## config.mk

```make
export PLATFORM = sky130hd
export DESIGN_NAME = ramb_arbiter_flat
export DESIGN_NICKNAME = d
export VERILOG_FILES = /design/src/rtl/ramb_arbiter_if.sv /design/src/rtl/ramb_arbiter.sv /design/src/flat_wrapper.sv
export SDC_FILE = /design/constraint.sdc
export NUM_CORES = 1
export LEC_CHECK = 0
export BUFFER_PORTS_ARGS = -buffer_cell sky130_fd_sc_hd__buf_2
export CAP_MARGIN = 10
export CORE_MARGIN = 4
export CORE_UTILIZATION = 42
export CTS_CLUSTER_SIZE = 25
export DETAILED_ROUTE_END_ITERATION = 8
export GPL_ROUTABILITY_DRIVEN = 0
export PLACE_DENSITY = 0.74
export SYNTH_ARGS = -nofsm -noshare
export SYNTH_HDL_FRONTEND = slang
export SYNTH_SLANG_ARGS = --single-unit
```

## constraint.sdc

```tcl
create_clock -name clk -period 1.8 [get_ports clk]
set_clock_uncertainty 0.05 [all_clocks]
set_input_delay 0.54 -clock clk [delete_from_list [all_inputs] [get_ports clk]]
set_output_delay 0.54 -clock clk [all_outputs]
set_load 0.05 [all_outputs]
```

## src/rtl/ramb_arbiter_if.sv

```systemverilog
// ramb_arbiter_if: bundle of every port-B signal around the arbiter.
//   VGA side : v_req, v_addr -> v_gnt, v_rdata, v_rvalid
//   Host side: h_req, h_we, h_addr, h_wdata -> h_gnt, h_rdata, h_rvalid
//   RAM side : ram_addr_b, ram_data_b, ram_wren_b -> RAM ; ram_q_b <- RAM
//   Stats    : h_forced
// Modport slave is the arbiter. Modport master is everything around it
// (requesters and the RAM).
//
// Handshake: a transfer happens in any cycle where req && gnt. A requester
// holds req/addr/we/wdata stable until it sees gnt. gnt is combinational
// from req, so a requester may issue a new request in the cycle straight
// after its grant. Read data comes back as a one-cycle rvalid pulse with
// rdata, strictly in grant order.
interface ramb_arbiter_if #(
  parameter int AW = 8,
  parameter int DW = 8
);
  logic          v_req;
  logic [AW-1:0] v_addr;
  logic          v_gnt;
  logic [DW-1:0] v_rdata;
  logic          v_rvalid;

  logic          h_req;
  logic          h_we;
  logic [AW-1:0] h_addr;
  logic [DW-1:0] h_wdata;
  logic          h_gnt;
  logic [DW-1:0] h_rdata;
  logic          h_rvalid;

  logic [AW-1:0] ram_addr_b;
  logic [DW-1:0] ram_data_b;
  logic          ram_wren_b;
  logic [DW-1:0] ram_q_b;

  logic          h_forced;

  modport slave (
    input  v_req, v_addr, h_req, h_we, h_addr, h_wdata, ram_q_b,
    output v_gnt, v_rdata, v_rvalid, h_gnt, h_rdata, h_rvalid,
    output ram_addr_b, ram_data_b, ram_wren_b, h_forced
  );

  modport master (
    output v_req, v_addr, h_req, h_we, h_addr, h_wdata, ram_q_b,
    input  v_gnt, v_rdata, v_rvalid, h_gnt, h_rdata, h_rvalid,
    input  ram_addr_b, ram_data_b, ram_wren_b, h_forced
  );
endinterface

```

## src/rtl/ramb_arbiter.sv

```systemverilog
// ramb_arbiter: shares RAM port B between the VGA pixel fetcher (fixed
// priority, read-only) and the host/loader port (read/write). One access
// per cycle, RAM command pins registered, read data routed back to the
// issuer via a tag pipeline of depth RD_LAT.
// Ports:
//   clk   - rising-edge clock
//   reset - synchronous, active-high
//   bus   - ramb_arbiter_if.slave (requesters, RAM port B, h_forced)
// Parameters: AW/DW address/data width, RD_LAT grant-to-q_b latency (1..4),
// MAX_WAIT host wait cycles before a forced grant (1..255).
module ramb_arbiter #(
  parameter int AW       = 8,
  parameter int DW       = 8,
  parameter int RD_LAT   = 2,
  parameter int MAX_WAIT = 15
) (
  input  logic            clk,
  input  logic            reset,
  ramb_arbiter_if.slave   bus
);

  logic [7:0]        h_wait;
  logic              v_gnt;
  logic              h_gnt;
  logic              force_h;
  logic              rd_push;

  logic [AW-1:0]     ram_addr_q;
  logic [DW-1:0]     ram_data_q;
  logic              ram_wren_q;
  logic              h_forced_q;

  // tag_v[i]: a read is in flight at stage i; tag_o[i]: its owner (1 = host)
  logic [RD_LAT-1:0] tag_v;
  logic [RD_LAT-1:0] tag_o;

  logic [DW-1:0]     v_rdata_q;
  logic [DW-1:0]     h_rdata_q;
  logic              v_rvalid_q;
  logic              h_rvalid_q;

  // Grant decision. The forced host grant outranks VGA; otherwise VGA wins.
  always_comb begin
    v_gnt   = 1'b0;
    h_gnt   = 1'b0;
    force_h = 1'b0;
    if (!reset) begin
      if (bus.h_req && (h_wait == 8'(MAX_WAIT))) begin
        h_gnt   = 1'b1;
        force_h = 1'b1;
      end else if (bus.v_req) begin
        v_gnt = 1'b1;
      end else if (bus.h_req) begin
        h_gnt = 1'b1;
      end
    end
  end

  assign rd_push = v_gnt || (h_gnt && !bus.h_we);

  // Host wait counter: counts cycles the host has been kept waiting.
  always_ff @(posedge clk) begin
    if (reset) begin
      h_wait <= 8'd0;
    end else if (!bus.h_req || h_gnt) begin
      h_wait <= 8'd0;
    end else if (h_wait != 8'(MAX_WAIT)) begin
      h_wait <= h_wait + 8'd1;
    end
  end

  // RAM command register. Address/data hold when idle so the RAM sees
  // stable pins; only wren drops back to 0.
  always_ff @(posedge clk) begin
    if (reset) begin
      ram_addr_q <= '0;
      ram_data_q <= '0;
      ram_wren_q <= 1'b0;
      h_forced_q <= 1'b0;
    end else begin
      ram_wren_q <= h_gnt && bus.h_we;
      h_forced_q <= force_h;
      if (v_gnt) begin
        ram_addr_q <= bus.v_addr;
      end else if (h_gnt) begin
        ram_addr_q <= bus.h_addr;
      end
      if (h_gnt && bus.h_we) begin
        ram_data_q <= bus.h_wdata;
      end
    end
  end

  // Tag pipeline. Stage RD_LAT-1 is visible in the cycle where ram_q_b holds
  // the word for that read, so the return registers capture it there.
  always_ff @(posedge clk) begin
    if (reset) begin
      tag_v <= '0;
      tag_o <= '0;
    end else begin
      tag_v[0] <= rd_push;
      tag_o[0] <= h_gnt;
      for (int i = 1; i < RD_LAT; i++) begin
        tag_v[i] <= tag_v[i-1];
        tag_o[i] <= tag_o[i-1];
      end
    end
  end

  // Read return: only the owner's rdata updates; the other side holds.
  always_ff @(posedge clk) begin
    if (reset) begin
      v_rdata_q  <= '0;
      h_rdata_q  <= '0;
      v_rvalid_q <= 1'b0;
      h_rvalid_q <= 1'b0;
    end else begin
      v_rvalid_q <= 1'b0;
      h_rvalid_q <= 1'b0;
      if (tag_v[RD_LAT-1]) begin
        if (tag_o[RD_LAT-1]) begin
          h_rdata_q  <= bus.ram_q_b;
          h_rvalid_q <= 1'b1;
        end else begin
          v_rdata_q  <= bus.ram_q_b;
          v_rvalid_q <= 1'b1;
        end
      end
    end
  end

  assign bus.v_gnt      = v_gnt;
  assign bus.h_gnt      = h_gnt;
  assign bus.ram_addr_b = ram_addr_q;
  assign bus.ram_data_b = ram_data_q;
  assign bus.ram_wren_b = ram_wren_q;
  assign bus.h_forced   = h_forced_q;
  assign bus.v_rdata    = v_rdata_q;
  assign bus.h_rdata    = h_rdata_q;
  assign bus.v_rvalid   = v_rvalid_q;
  assign bus.h_rvalid   = h_rvalid_q;

endmodule

```

## src/flat_wrapper.sv

```systemverilog
// flat-port wrapper written by rule: the top's interface ports become plain ports
module ramb_arbiter_flat 
#(
  parameter int AW       = 8,
  parameter int DW       = 8,
  parameter int RD_LAT   = 2,
  parameter int MAX_WAIT = 15
)
  (clk, reset, bus_v_req, bus_v_addr, bus_h_req, bus_h_we, bus_h_addr, bus_h_wdata, bus_ram_q_b, bus_v_gnt, bus_v_rdata, bus_v_rvalid, bus_h_gnt, bus_h_rdata, bus_h_rvalid, bus_ram_addr_b, bus_ram_data_b, bus_ram_wren_b, bus_h_forced);
  ramb_arbiter_if #(.AW(AW), .DW(DW)) bus_i ();
  input  logic clk;
  input  logic reset;
  input wire logic [$bits(bus_i.v_req)-1:0] bus_v_req;
  input wire logic [$bits(bus_i.v_addr)-1:0] bus_v_addr;
  input wire logic [$bits(bus_i.h_req)-1:0] bus_h_req;
  input wire logic [$bits(bus_i.h_we)-1:0] bus_h_we;
  input wire logic [$bits(bus_i.h_addr)-1:0] bus_h_addr;
  input wire logic [$bits(bus_i.h_wdata)-1:0] bus_h_wdata;
  input wire logic [$bits(bus_i.ram_q_b)-1:0] bus_ram_q_b;
  output wire logic [$bits(bus_i.v_gnt)-1:0] bus_v_gnt;
  output wire logic [$bits(bus_i.v_rdata)-1:0] bus_v_rdata;
  output wire logic [$bits(bus_i.v_rvalid)-1:0] bus_v_rvalid;
  output wire logic [$bits(bus_i.h_gnt)-1:0] bus_h_gnt;
  output wire logic [$bits(bus_i.h_rdata)-1:0] bus_h_rdata;
  output wire logic [$bits(bus_i.h_rvalid)-1:0] bus_h_rvalid;
  output wire logic [$bits(bus_i.ram_addr_b)-1:0] bus_ram_addr_b;
  output wire logic [$bits(bus_i.ram_data_b)-1:0] bus_ram_data_b;
  output wire logic [$bits(bus_i.ram_wren_b)-1:0] bus_ram_wren_b;
  output wire logic [$bits(bus_i.h_forced)-1:0] bus_h_forced;
  assign bus_i.v_req = bus_v_req;
  assign bus_i.v_addr = bus_v_addr;
  assign bus_i.h_req = bus_h_req;
  assign bus_i.h_we = bus_h_we;
  assign bus_i.h_addr = bus_h_addr;
  assign bus_i.h_wdata = bus_h_wdata;
  assign bus_i.ram_q_b = bus_ram_q_b;
  assign bus_v_gnt = bus_i.v_gnt;
  assign bus_v_rdata = bus_i.v_rdata;
  assign bus_v_rvalid = bus_i.v_rvalid;
  assign bus_h_gnt = bus_i.h_gnt;
  assign bus_h_rdata = bus_i.h_rdata;
  assign bus_h_rvalid = bus_i.h_rvalid;
  assign bus_ram_addr_b = bus_i.ram_addr_b;
  assign bus_ram_data_b = bus_i.ram_data_b;
  assign bus_ram_wren_b = bus_i.ram_wren_b;
  assign bus_h_forced = bus_i.h_forced;
  ramb_arbiter #(.AW(AW), .DW(DW), .RD_LAT(RD_LAT), .MAX_WAIT(MAX_WAIT)) u_core (.clk(clk), .reset(reset), .bus(bus_i));
endmodule
```

---- Word-level counts from Yosys, hierarchy flattened ----
Cells that the tools add are included.
word-level totals
  flip-flop bits (word level) ............. 48
  bits of input ports ..................... 37
  output and inout port bits .............. 38
  logic and storage cells ................. 40
operators by class
  add/sub/neg operators ................... 1
  eq/ne operators ......................... 2
  multiplexer cells ....................... 12
  bitwise logic cells ..................... 2
  reductions and logical operators ........ 12
operators with widths
  cell                 count
  $mux 8               2
  $mux 1               10
  $add 8x1->8 const B  1
  $eq 8x4->1 const B   1
  $ne 8x4->1 const B   1
  $reduce_and 2->1     2
  $reduce_or 2->1      2
  $logic_and 1x1->1    3
  $logic_not 1->1      2
  $logic_or 1x1->1     2
  $not 1->1            2
  $reduce_bool 2->1    1

---- Longest topological paths before layout ----
Gate-level depths: netlist (run 1).
  depth after elaboration ................. 6
  gate-level depth with buffers ........... 7

---- Least setup slack after synthesis (run 1) ----
Ideal clock, no wire load.
  kind .................................... in2out
  start ................................... input reset
  end ..................................... output bus_h_gnt
  arrival ................................. 1.571 ns
  required time ........................... 1.210 ns
  path slack .............................. -0.361 ns
  stages .................................. 3
  path buffers ............................ 1
  path through ............................ clkbuf_1 -> nand2b_1 -> nor2_1
on the way
  cells in the longest elaborated chain, start to end .. 1
RTL lines
  item                RTL line            RTL
  start: declaration  flat_wrapper.sv:12  input logic reset;
  $mux 1              ramb_arbiter.sv:47  if (!reset) begin
  end: declaration    flat_wrapper.sv:23  output wire logic [$bits(bus_i.h_gnt)-1:0] bus_h_gnt;
Every way passes these cells.

---- Final worst setup path (run 1) ----
  start ................................... register u_core.h_wait[1]
  end ..................................... output bus_v_gnt
on the way
  cells in the longest elaborated chain, start to end .. 4
RTL lines
  item                      RTL line            RTL
  start: declaration        ramb_arbiter.sv:22  logic [7:0] h_wait;
  start signal: assignment  ramb_arbiter.sv:68  h_wait <= h_wait + 8'd1;
  $eq 8x4->1                ramb_arbiter.sv:48  if (bus.h_req && (h_wait == 8'(MAX_WAIT))) begin
  $logic_and 1x1->1         ramb_arbiter.sv:48
  $mux 1                    ramb_arbiter.sv:48
  $mux 1                    ramb_arbiter.sv:47
  end: declaration          flat_wrapper.sv:20  output wire logic [$bits(bus_i.v_gnt)-1:0] bus_v_gnt;
Every way passes these cells.

==> results.sh, run 1 <==
export IMPL_fin_nets=342
export IMPL_arrival_ns=1.57
export IMPL_ctsRootBufferMaster="clkbuf_8"
export IMPL_rr_worst_depth=7
export IMPL_detail_route_drc_violations=0
export IMPL_firstDrtPassIters=3
export IMPL_worstHoldPathCells=2
export IMPL_detail_route_antenna_nets=0
export IMPL_cts_buffer_depth=2
export IMPL_grt_max_degree=30
export IMPL_cts_buffers=5
export IMPL_outcome="complete, but fails checks"
export IMPL_cts_hold_buf=0
export IMPL_dpl_hpwl_um=3160
export IMPL_die_w_um=74.2
export IMPL_fin_cells=355
export IMPL_ys_ff_latch=48
export IMPL_insertion_delay_ns=0.30
export IMPL_cellPowerDensity_nw_per_um2=790
export IMPL_clkTransAtPathRegs_ns=0.08
export IMPL_ir_worst_vdd_uv=586
export IMPL_p_switching_w=0.000584
export IMPL_vias=1701
export IMPL_min_period_over_period_pct=120
export IMPL_cp_start_kind="flip-flop"
export IMPL_synth_fp_nets=241
export IMPL_cts_sinks=48
export IMPL_timing_fmax_ghz=0.463
export IMPL_synthCells=203
export IMPL_p_leak_nw=1.26
export IMPL_combPwrFrac_pct=16.3
export IMPL_cts_tree="done"
export IMPL_clockPowerShare_pct=31.1
export IMPL_multiInputGateArea_um2=886
export IMPL_diodes=0
export IMPL_rsz0062_at_grt="yes"
export IMPL_vias_per_cell=4.79
export IMPL_grt_antenna_before_repair=0
export IMPL_nFillCells=369
export IMPL_min_period_ns=2.16
export IMPL_die_area_um2=5510
export IMPL_fin_ws_ns=-0.362
export IMPL_wirelength_um=4410
export IMPL_areaGrowthSynthToFinish_pct=45.7
export IMPL_final_hold_viol_count=0
export IMPL_cp_required_ns=1.21
export IMPL_cap_viol_max_count=0
export IMPL_ios=75
export IMPL_drive_gt1_share_pct=44.6
export IMPL_dieHeight_um=74.2
export IMPL_track_usage_pct=16.7
export IMPL_intPower_w=0.00153
export IMPL_async_reset_ff_share_pct=0
export IMPL_tightest_slew_ns=0.491
export IMPL_post_place_ws_ns=-0.247
export IMPL_slew_headroom_pct=67.2
export IMPL_synth_edf_count=0
export IMPL_slew_violations=0
export IMPL_yosys_cell_types_count=26
export IMPL_h_tree_depth=2
export IMPL_drt_initial_drc_count=96
export IMPL_seqCellArea_um2=966
export IMPL_path_class="reg2out"
export IMPL_dp_cells=339
export IMPL_rows=23
export IMPL_hold_path_class="in2reg"
export IMPL_grt_pass1_vias=1661
export IMPL_violations="setup timing"
export IMPL_netlist_area_um2=1840
export IMPL_grt_pass1_wl_um=7110
export IMPL_synth_ff_type="dfxtp_1"
export IMPL_yosysSeqAreaShare_pct=52.2
export IMPL_p_seq_share_pct=52.6
export IMPL_initial_core_util_pct=44.8
export IMPL_end_kind="output port"
export IMPL_cp_max_fo=2
export IMPL_grt_overflow=0
export IMPL_ys_warn_count=0
export IMPL_setup_violations_final=9
export IMPL_wl_per_cell_um=12.4
export IMPL_synth_avg_cell_area_um2=9.07
export IMPL_core_area_um2=4120
export IMPL_switching_share_pct=27.6
export IMPL_io_buffers=74
==> timing repair <==
action,4_1_cts,5_1_grt
setup endpoints to repair,4,12
buffers inserted,4,4
resized for setup,15,10
pin swaps,5,5
==> cell usage in the layout (no fill, tap or decap), types with 2 or more instances in the layout <==
master    count
xnor2_1       4
a21oi_1      16
nand2_1      43
clkbuf_8      6
inv_1         2
dfxtp_1      44
nand2b_1      2
mux2_4        8
xor2_1        2
nand3_1      11
buf_6         5
a311oi_1      5
buf_4        24
nor3_1        2
buf_2        72
nor2_1       21
a311oi_2      3
nor2b_1      12
dfxtp_2       4
buf_12        2
==> final cells by class <==
cell class,instances,share of cell area [%]
Clock buffer,7,3.22
Clock inverter,1,0.280
Inverter,3,0.886
Multi-Input combinational cell,142,33.0
Sequential cell,48,36.0
Tap cell,50,2.33
Timing Repair Buffer,104,24.3
==> layer usage <==
layer / global-route usage, % / share of wire, % / vias up
li1: - / - / 881
met1: 20.5 / 41 / 769
met2: 28.1 / 50 / 43
met3: 4.19 / 6.5 / 8
met5: 0 / 0 / -
met4: 7.11 / 1.8 / 0
==> cells by family after synthesis <==
group | Yosys count | synth area share [%]
AO/OA/AOI/OAI | 28 | 10.3
flip-flops | 48 | 52.2
multiplexers | 8 | 6.52
AND/OR/NAND/NOR | 99 | 24.3
XOR/XNOR | 6 | 2.85
adder cells (fa/ha/maj) | 1 | 0.679
buffers and inverters | 13 | 3.19
==> power groups by stage <==
| stage | combinational [W] | clock [W] | sequential, W |
|---|---|---|---|
| 6_report | 0.000346 | 0.000659 | 0.00111 |
| 3_5_place_dp | 0.000324 | 0 | 0.00114 |
| 2_1_floorplan | 0.000108 | 0 | 0.00124 |
| 4_1_cts | 0.000336 | 0.000689 | 0.00111 |
| 5_1_grt | 0.000373 | 0.000722 | 0.00112 |
| 3_3_place_gp | 0.000320 | 0 | 0.00114 |
==> flip-flops by register name (all words and copies together) (netlist names), 2 cells and up <==
register               flops
u_core.bus.h_rdata         8
u_core.bus.ram_addr_b      8
u_core.bus.ram_data_b      8
u_core.bus.v_rdata         8
u_core.h_wait              8
u_core.tag_o               2
u_core.tag_v               2
==> worst paths after layout <==
kind / from / slack [ns] / to
worst max-delay path: u_core.h_wait[1] / -0.36 / bus_v_gnt
worst min-delay path: bus_h_we / 0.38 / u_core.tag_v[0]
worst max register to register: u_core.h_wait[7] / -0.05 / u_core.bus.ram_data_b[4]
worst min register to register: u_core.tag_o[0] / 0.40 / u_core.tag_o[1]
==> worst max-delay path, stage by stage (launching register included) <==
cell,delay [ns]
dfxtp_2,0.34
ha_4,0.16
and3_4,0.18
a311o_1,0.29
buf_6,0.15
inv_12,0.04
buf_12,0.12
==> per-stage QoR <==
| stage | util (%) | total power, W | area, um^2 | hold slack, ns | setup TNS [ns] |
|---|---|---|---|---|---|
| floorplan | - | 0.00135 | 1870 | 0.364 | -0.0128 |
| global placement | 58.8 | 0.00146 | 2420 | 0.376 | -0.837 |
| detailed placement | 58.8 | 0.00146 | 2420 | 0.383 | -0.622 |
| CTS | 63.1 | 0.00214 | 2600 | 0.361 | -0.815 |
| global route | 65.2 | 0.00221 | 2680 | 0.384 | -1.47 |
| finish | 65.2 | 0.00212 | 2680 | 0.375 | -0.947 |
==> cells in the mapped netlist (2+ instances only) <==
cell type	instances	area share (%)
nand2b_1	2	0.68
a311oi_1	8	3.8
nor3_1	2	0.54
nand2_1	44	9.0
and3_1	2	0.68
clkbuf_1	8	1.6
a21oi_1	17	4.6
xor2_1	2	0.95
mux2_4	8	6.5
inv_1	2	0.41
nor2_1	22	4.5
nand3_1	11	3.0
xnor2_1	4	1.9
nor2b_1	12	4.1
dfxtp_1	48	52
Power figures use the tool's default switching activity.
==> inputs of run 2 (changes only) <==
- MAX_ROUTING_LAYER: default -> met4
- PLACE_DENSITY: 0.74 -> default
- PLACE_DENSITY_LB_ADDON: default -> 0.05
- REMOVE_ABC_BUFFERS: default -> 1
==> run 2 against run 1 <==
- via count shrank 2.7%
- critical path type unchanged
- core utilization shrank 3.4 points
- combinational power shrank 7.2%
- hold slack gained 0.015 ns
- highest routed layer unchanged
- the run still ends with setup timing left
- design area shrank 5.3%
- routed wire length shrank 4.7%
- global-route usage shrank 1.3 points
- setup slack gained 0.10 ns
- sequential cell count is the same
- critical endpoint unchanged
- largest power group unchanged
- die area is the same
- sequential power is essentially flat
- final cell count shrank 2.5%
==> results.sh, run 2 (synthesized netlist as in run 1, its figures left out) <==
export IMPL_cp_start_kind="flip-flop"
export IMPL_core_area_um2=4120
export IMPL_end_kind="output port"
export IMPL_die_w_um=74.2
export IMPL_min_from="u_core.tag_o[0]"
export IMPL_diodes=0
export IMPL_final_common_cell="buf_2"
export IMPL_r2r_setup_slack_ns=0.01
export IMPL_outcome="complete, but fails checks"
export IMPL_detail_route_antenna_nets=0
export IMPL_vias=1655
export IMPL_setup_violations_final=2
export IMPL_io_buffers=74
export IMPL_grt_antenna_before_repair=0
export IMPL_final_cell_mix="buf_2, dfxtp_1, nand2_1"
export IMPL_worstHoldPathCells=1
export IMPL_total_power_w=0.00220
export IMPL_p_leak_nw=1.21
export IMPL_grt_pass1_wl_um=6420
export IMPL_min_period_over_period_pct=114
export IMPL_ios=75
export IMPL_dieHeight_um=74.2
export IMPL_violations="setup timing"
export IMPL_cap_viol_max_count=0
export IMPL_fin_nets=333
export IMPL_cp_required_ns=1.21
export IMPL_cts_sinks=48
export IMPL_vias_per_cell=4.78
export IMPL_initial_core_util_pct=44.8
export IMPL_areaGrowthSynthToFinish_pct=38.0
export IMPL_multiInputGateArea_um2=853
export IMPL_detail_route_drc_violations=0
export IMPL_path_class="reg2out"
export IMPL_dpl_hpwl_um=3090
export IMPL_timing_fmax_ghz=0.486
export IMPL_grt_pass1_vias=1489
export IMPL_ir_worst_vdd_uv=531
export IMPL_fin_ws_ns=-0.259
export IMPL_drive_gt1_share_pct=41.6
export IMPL_wirelength_um=4200
export IMPL_hold_path_endpoint="u_core.tag_o[1]"
export IMPL_final_util_pct=61.8
export IMPL_cp_max_fo=2
export IMPL_wl_per_cell_um=12.1
export IMPL_firstDrtPassIters=4
export IMPL_insertion_delay_ns=0.30
export IMPL_rows=23
export IMPL_h_tree_depth=2
export IMPL_rsz0062_at_grt="yes"
export IMPL_arrival_ns=1.47
export IMPL_post_place_ws_ns=-0.203
export IMPL_hold_path_class="reg2reg"
export IMPL_cellPowerDensity_nw_per_um2=864
export IMPL_worstReg2RegEnd="u_core.bus.ram_data_b[2]"
export IMPL_slew_headroom_pct=64.8
export IMPL_setup_tns_ns=-0.493
export IMPL_track_usage_pct=15.4
export IMPL_grt_overflow=0
export IMPL_cts_buffer_depth=2
export IMPL_hold_ws_ns=0.390
export IMPL_min_period_ns=2.06
export IMPL_drt_initial_drc_count=96
export IMPL_grt_max_degree=29
export IMPL_crit_reg2reg_launch="u_core.h_wait[6]"
export IMPL_cts_hold_buf=0
export IMPL_tightest_slew_ns=0.527
export IMPL_die_area_um2=5510
export IMPL_seqCellArea_um2=965
export IMPL_rr_worst_depth=5
export IMPL_cts_tree="done"
export IMPL_clkTransAtPathRegs_ns=0.09
export IMPL_cts_buffers=5
export IMPL_ctsRootBufferMaster="clkbuf_8"
export IMPL_slew_violations=0
export IMPL_final_hold_viol_count=0
export IMPL_nFillCells=385
==> run 2: cell types whose count changed in the layout (fill, tap and decap cells not counted), sizes merged <==
cell / previous run / this run
buf: 104 / 94
clkinv: 0 / 1
nand2: 45 / 46
bufinv: 0 / 1
clkbuf: 7 / 5
==> run 2: power by group <==
group | total [W] | switching, W | internal, W
Clock | 0.000763 | 0.000352 | 0.000411
Combinational | 0.000321 | 0.000212 | 0.000110
Sequential | 0.00111 | 0.0000167 | 0.00110
==> run 2: layout make-up <==
class / count / share of cell area [%]
clock buffers: 5 / 2.71
clock inverters: 3 / 1.67
multi-input cells: 143 / 33.6
inverters: 3 / 0.541
repair buffers: 94 / 21.1
well taps: 50 / 2.46
flip-flops and latches: 48 / 37.9
==> run 2: through the flow <==
step	std cells	instance area, um^2
6_report	346	2540
5_1_grt	346	2540
4_1_cts	344	2520
3_5_place_dp	336	2370
3_3_place_gp	336	2370
2_1_floorplan	193	1800
==> run 2: how the worst max path moves through the flow <==
stage,cells past startpoint,slack [ns],from,end
after global placement,5,-0.19,u_core.h_wait[0],bus_v_gnt
final,5,-0.26,u_core.h_wait[0],bus_v_gnt
after detailed placement,5,-0.20,u_core.h_wait[0],bus_v_gnt
after global routing,5,-0.35,u_core.h_wait[6],bus_v_gnt
after CTS,5,-0.28,u_core.h_wait[0],bus_v_gnt
after floorplan,4,-0.35,u_core.h_wait[0],bus_h_gnt
==> run 2: worst max-delay path, cell delays in order (launching register included) <==
cell	delay, ns
dfxtp_2	0.33
ha_2	0.18
and3_4	0.15
a311o_1	0.31
inv_4	0.08
buf_8	0.14
==> run 2: layer usage <==
layer	track usage (%)	wire length, um	share of wire, %	vias to the layer above
met2	24.3	1900	45	50
met1	19.2	1950	47	739
met4	4.15	42	1.0	0
li1	-	-	-	861
met3	4.86	305	7.3	5
met5	-	0	0	-
==> run 2: what timing repair did <==
| action | CTS | global route |
|---|---|---|
| gates resized for setup | 12 | 2 |
| hold endpoints to repair | 0 | 0 |
| pin swaps | 4 | 4 |
| endpoints found under the setup margin | 2 | 10 |
| cloned | 0 | 1 |
| buffers inserted | 0 | 1 |
